`src/rtl/serial_subtractor.sv`:
```
// Bit-serial subtractor: d = s - x mod 2^WIDTH, LSB first, one bit per clock, with unsigned borrow.
// Optional signed-overflow output sov_out when SUB_SIGNED_OVF_EN is defined.
module serial_subtractor #(
  parameter int WIDTH = 6
) (
  input  logic             clk,
  input  logic             rst_n,
  input  logic             in_valid,
  output logic             in_ready,
  input  logic [WIDTH-1:0] s_in,
  input  logic [WIDTH-1:0] x_in,
  output logic             out_valid,
  input  logic             out_ready,
  output logic [WIDTH-1:0] d_out,
  output logic             bw_out
`ifdef SUB_SIGNED_OVF_EN
  ,
  output logic             sov_out
`endif
);

  localparam int CW = (WIDTH > 2) ? $clog2(WIDTH) : 1;

  typedef enum logic [1:0] {IDLE, RUN, DONE} state_e;

  state_e           state_q, state_d;
  logic [WIDTH-1:0] s_sh_q, s_sh_d;
  logic [WIDTH-1:0] x_sh_q, x_sh_d;
  logic [WIDTH-1:0] res_q, res_d;
  logic [WIDTH-1:0] d_q, d_d;
  logic [CW-1:0]    cnt_q, cnt_d;
  logic             br_q, br_d;
  logic             bw_q, bw_d;
  logic             a, b, dbit, br_next, last;
`ifdef SUB_SIGNED_OVF_EN
  logic             s_msb_q, s_msb_d;
  logic             x_msb_q, x_msb_d;
  logic             sov_q, sov_d;
`endif

  always_comb begin
    state_d = state_q;
    s_sh_d  = s_sh_q;
    x_sh_d  = x_sh_q;
    res_d   = res_q;
    d_d     = d_q;
    cnt_d   = cnt_q;
    br_d    = br_q;
    bw_d    = bw_q;
`ifdef SUB_SIGNED_OVF_EN
    s_msb_d = s_msb_q;
    x_msb_d = x_msb_q;
    sov_d   = sov_q;
`endif
    a       = s_sh_q[0];
    b       = x_sh_q[0];
    dbit    = a ^ b ^ br_q;
    br_next = (~a & b) | (~(a ^ b) & br_q);
    last    = (cnt_q == CW'(WIDTH - 1));

    unique case (state_q)
      IDLE: begin
        if (in_valid) begin
          s_sh_d  = s_in;
          x_sh_d  = x_in;
          br_d    = 1'b0;
          cnt_d   = '0;
          state_d = RUN;
`ifdef SUB_SIGNED_OVF_EN
          s_msb_d = s_in[WIDTH-1];
          x_msb_d = x_in[WIDTH-1];
`endif
        end
      end
      RUN: begin
        res_d  = {dbit, res_q[WIDTH-1:1]};
        br_d   = br_next;
        s_sh_d = {1'b0, s_sh_q[WIDTH-1:1]};
        x_sh_d = {1'b0, x_sh_q[WIDTH-1:1]};
        if (last) begin
          // Outputs load only here so they stay frozen outside the DONE entry edge.
          d_d     = res_d;
          bw_d    = br_next;
          state_d = DONE;
`ifdef SUB_SIGNED_OVF_EN
          sov_d   = (s_msb_q ^ x_msb_q) & (s_msb_q ^ dbit);
`endif
        end else begin
          cnt_d = cnt_q + 1'b1;
        end
      end
      DONE: begin
        if (out_ready) state_d = IDLE;
      end
      default: state_d = IDLE;
    endcase
  end

  always_ff @(posedge clk or negedge rst_n) begin
    if (!rst_n) begin
      state_q <= IDLE;
      s_sh_q  <= '0;
      x_sh_q  <= '0;
      res_q   <= '0;
      d_q     <= '0;
      cnt_q   <= '0;
      br_q    <= 1'b0;
      bw_q    <= 1'b0;
`ifdef SUB_SIGNED_OVF_EN
      s_msb_q <= 1'b0;
      x_msb_q <= 1'b0;
      sov_q   <= 1'b0;
`endif
    end else begin
      state_q <= state_d;
      s_sh_q  <= s_sh_d;
      x_sh_q  <= x_sh_d;
      res_q   <= res_d;
      d_q     <= d_d;
      cnt_q   <= cnt_d;
      br_q    <= br_d;
      bw_q    <= bw_d;
`ifdef SUB_SIGNED_OVF_EN
      s_msb_q <= s_msb_d;
      x_msb_q <= x_msb_d;
      sov_q   <= sov_d;
`endif
    end
  end

  assign in_ready  = (state_q == IDLE);
  assign out_valid = (state_q == DONE);
  assign d_out     = d_q;
  assign bw_out    = bw_q;
`ifdef SUB_SIGNED_OVF_EN
  assign sov_out   = sov_q;
`endif

endmodule

```
`config.mk`:
```
export PLATFORM = sky130hd
export DESIGN_NAME = serial_subtractor
export DESIGN_NICKNAME = d
export VERILOG_FILES = /design/src/rtl/serial_subtractor.sv
export SDC_FILE = /design/constraint.sdc
export NUM_CORES = 1
export LEC_CHECK = 0
export CORE_AREA = 2 2 68 70
export DETAILED_ROUTE_END_ITERATION = 8
export DIE_AREA = 0 0 70 72
export SYNTH_ARGS = -nofsm -noshare
export SYNTH_HDL_FRONTEND = slang
export SYNTH_SLANG_ARGS = --single-unit
export TNS_END_PERCENT = 10
```
`constraint.sdc`:
```
create_clock -name clk -period 2.14 [get_ports clk]
set_input_delay 0.535 -clock clk [delete_from_list [all_inputs] [get_ports clk]]
set_output_delay 0.535 -clock clk [all_outputs]
set_load 0.01 [all_outputs]
```
==> results of run 1 <==
-- layer usage --
| layer | vias to the layer above | track usage | wire (um) |
|---|---|---|---|
| met3 | 3 | 0.0417 | 150 |
| met2 | 29 | 0.207 | 1350 |
| li1 | 533 | - | - |
| met4 | 0 | 0.0278 | 19 |
| met5 | - | 0 | 0 |
| met1 | 537 | 0.174 | 1450 |
-- worst min-delay path, cell delays in order, from the launching register on --
cell     delay (ns)
dfrtp_1        0.34
nand2_1        0.05
nand2_1        0.06
-- state kept, by name, summed over array words and instances, names as in the netlist --
name,cells
br_q,1
bw_out,1
cnt_q,3
d_out,6
res_q,5
s_sh_q,6
state_q,2
x_sh_q,6
-- power by group --
part           total [mW]  switching [mW]  internal (mW)
logic                1.01           0.485          0.524
clock network       0.443           0.195          0.247
registers           0.978           0.173          0.806
-- how the worst max path moves through the flow --
stage / slack, ns / endpoint / cells past startpoint
CTS: 0.18 / out_valid / 3
global route: 0.1 / out_valid / 3
detailed placement: 0.39 / s_sh_q[3] / 5
global placement: 0.42 / s_sh_q[3] / 5
floorplan: 0.67 / in_ready / 3
finish: 0.19 / out_valid / 3
-- cell usage in the layout, fill, tap and decap left out, drive strengths merged, types with 2 or more instances in the layout --
cell | synthesis | final
and3b | 3 | 3
a22oi | 7 | 7
a31o | 2 | 2
nand2 | 22 | 22
clkdlybuf4s50 | 0 | 24
inv | 4 | 4
nand4b | 2 | 2
nand2b | 2 | 2
o21ai | 15 | 15
buf | 9 | 7
ha | 2 | 2
a211oi | 2 | 2
nor2b | 11 | 11
a22o | 2 | 2
dfrtp | 30 | 30
clkbuf | 0 | 6
a21oi | 11 | 11
mux2 | 6 | 6
-- cell type report --
type                    count  area [sq um]
repair buffers             31           293
fillers                   423          2440
flip-flops and latches     30           751
well taps                  52          65.1
inverters                   4          15.0
clock buffers               6          82.6
multi-input cells          94           613
-- through the flow --
stage | utilization | cell area [sq um] | hold slack (ns) | worst slack [ns]
2_1_floorplan | - | 1430 | 0.239 | 0.672
3_3_place_gp | 0.407 | 1740 | 0.460 | 0.422
3_5_place_dp | 0.407 | 1740 | 0.478 | 0.387
4_1_cts | 0.427 | 1820 | 0.493 | 0.176
5_1_grt | 0.427 | 1820 | 0.522 | 0.0980
6_report | 0.427 | 1820 | 0.480 | 0.195
-- cells by family after synthesis --
group                    synth area share
buffers and inverters              0.0489
flip-flops                          0.524
multiplexers                       0.0471
AO/OA/AOI/OAI                       0.186
adder cells (fa/ha/maj)            0.0314
AND/OR/NAND/NOR                     0.163
==> impl.org, run 1 <==
** Run status
- Result of the run :: complete, no violations

** Timing
- Slew headroom :: 0.671
- RSZ-0062 raised after global routing :: false
- Number of failing setup endpoints in the final timing report :: 0
- Final critical path time including I/O delays and setup :: 1.95 ns
- Post-route setup TNS :: 0 ns
- Slew Limit Fails :: 0
- Of the available clock period, the critical path in the final layout requires 0.909.
- Count of endpoints failing hold in the final timing report :: 0
- Max Clock Skew :: 0.00729 ns
- For the pin with the worst max-slew slack, the measured transition is 0.494 ns.
- Highest achievable clock rate :: 514 MHz

** CTS
- TritonCTS clock tree :: done
- For the worst-skew pair, the clock arrives at the later sink with an insertion delay of 0.28 ns.
- No sink is reached through more buffers than the 2 on the longest clock path.
- Hold buffer count at cts :: 0
- The tree is rooted in a clkbuf_8.
- In this run the number of H-tree levels came out at 2.
- In this run, CTS created clock tree buffers numbering 5.
- # resized after CTS :: 0
- The tree built by TritonCTS fans out to 30 sinks.
- Clock-pin slew reported for the worst setup and hold paths after clock tree synthesis :: 0.05 ns
- Post-CTS setup repair buffer count :: 0

** Critical path
- Dominant delay contributor by cell family on the critical path :: buffers and inverters
- CP cell instances :: nand2b_1 > inv_1 > clkdlybuf4s50_1
- The slowest stage of the critical path belongs to the cell clkdlybuf4s50_1.
- Critical path buffer and inverter count :: 2
- Sort of element at the end of the critical path :: output port
- The worst register-to-register path begins at state_q[1].
- Tracing the worst setup path back leads to its startpoint at state_q[0].
- Kind of critical path :: reg -> out
- Worst R2R Setup Slack :: 0.58 ns
- CP max stage delay :: 0.52 ns
- For the worst flop-to-flop path, the logic depth is 4.
- WP data required :: 1.60 ns
- Startpoint types :: flop
- STA puts the critical path data arrival time at 1.41 ns.
- Along the worst path, the maximum fanout reaches 4.
- In this run the critical register-to-register path is captured at cnt_q[2].

** Synthesis
- Top cells by area, synth :: dfrtp_1 (52%), nand2_1 (5.8%), o21ai_0 (5.2%)
- Counting every instance in the synthesized netlist gives 137.
- Net count after synthesis :: 156
- Biggest area consumer among synthesized cells :: dfrtp_1
- Synthesized area divided by synthesized cell count :: 10.5 sq um
- Post-synthesis sequential area ratio :: 0.524
- The synthesized design contains 30 register bits.
- The share of synthesized area in the top cell type comes to 0.524.
- Count of flip-flops with a built-in enable after synthesis :: 0
- Distinct cell type count after synthesis :: 25
- Share of flip-flops with an asynchronous set or reset after synthesis :: 1.00
- In the synthesized netlist the dominant register cell turns out to be dfrtp_1.
- Ranked by instance count, the synthesized netlist is headed by dfrtp_1 (30), nand2_1 (22), o21ai_0 (15).
- Cell area after technology mapping :: 1430 sq um
- Most common cell in the netlist :: dfrtp_1
- The Yosys step of the flow raised 0 warnings.

** Floorplanning
- Effective utilization at floorplan :: 0.336
- Row generation in the floorplan step produced 24 rows.
- Overall die area :: 5040 sq um
- Height of the chip :: 72 um
- Core ar. :: 4260 sq um
- In this run the count of I/O pins placed on the die edge is 25.
- The die is 70 um wide.

** Min path
- Worst min-delay path class :: reg -> reg
- The worst hold path passes through 2 cells.
- Hold Crit Endpoint :: res_q[1]
- Startpoint of the most critical hold path :: res_q[1]

** Global routing
- Global-route usage over all layers :: 0.130
- The first global-routing pass estimated 5.26 mm of wire.
- Sum of overflow across all layers after global routing :: 0
- The number of global-route vias before repair was 1,115.
- The number of antenna violations at the first check in global routing is 0.
- Entering global routing, the biggest net connects 31 pins.

** Power
- Pwr dens :: 1340 nW/um^2
- For this design the static power due to leakage is 0.818 nW.
- The worst-case IR drop observed on VDD is 0.456 mV.
- Overall power consumption after layout is estimated at 2.43 mW.

** Finish
- In the final design database the tool counted 185 nets.
- Once layout is complete, the cells apart from fillers number 217.
- Fraction of layout instances using a drive strength above 1 :: 0.139
- The number of antenna diodes in the final layout is 0.
- The area growth from synthesis to layout is 26.9%.

** Route
- Detailed-router iteration count before antenna repair :: 4
- Average via count per standard cell :: 5.08
- Drc violations :: 0
- Number of antenna-violating nets in the routed design :: 0
- WL/cell :: 13.7 um
- Total via count in the routed design :: 1,102
- Detailed Route Iter0 Violations :: 55
- Routed Wire Length :: 2.97 mm

** Placed design
- The congestion estimate from routability-driven global placement came to 0.740.
- Detailed placement finished with a half-perimeter wire length of 2.07 mm.
- In this run, placement finished with an instance count of 211.
- The count of buffers added on input and output ports is 24.

** Job
- Across the run, the number of max-cap violations was 0.
No activity file was read; power rests on OpenSTA's default activity.
==> inputs of run 2 (changes only) <==
--- a/config.mk
+++ b/config.mk
@@ -6,6 +6,7 @@
 export NUM_CORES = 1
 export LEC_CHECK = 0
 export CORE_AREA = 2 2 68 70
+export CTS_CLUSTER_SIZE = 24
 export DETAILED_ROUTE_END_ITERATION = 8
 export DIE_AREA = 0 0 70 72
 export SYNTH_ARGS = -nofsm -noshare
==> results of run 2 <==
No change in the layout: final DEF, timing and power equal those of run 1.
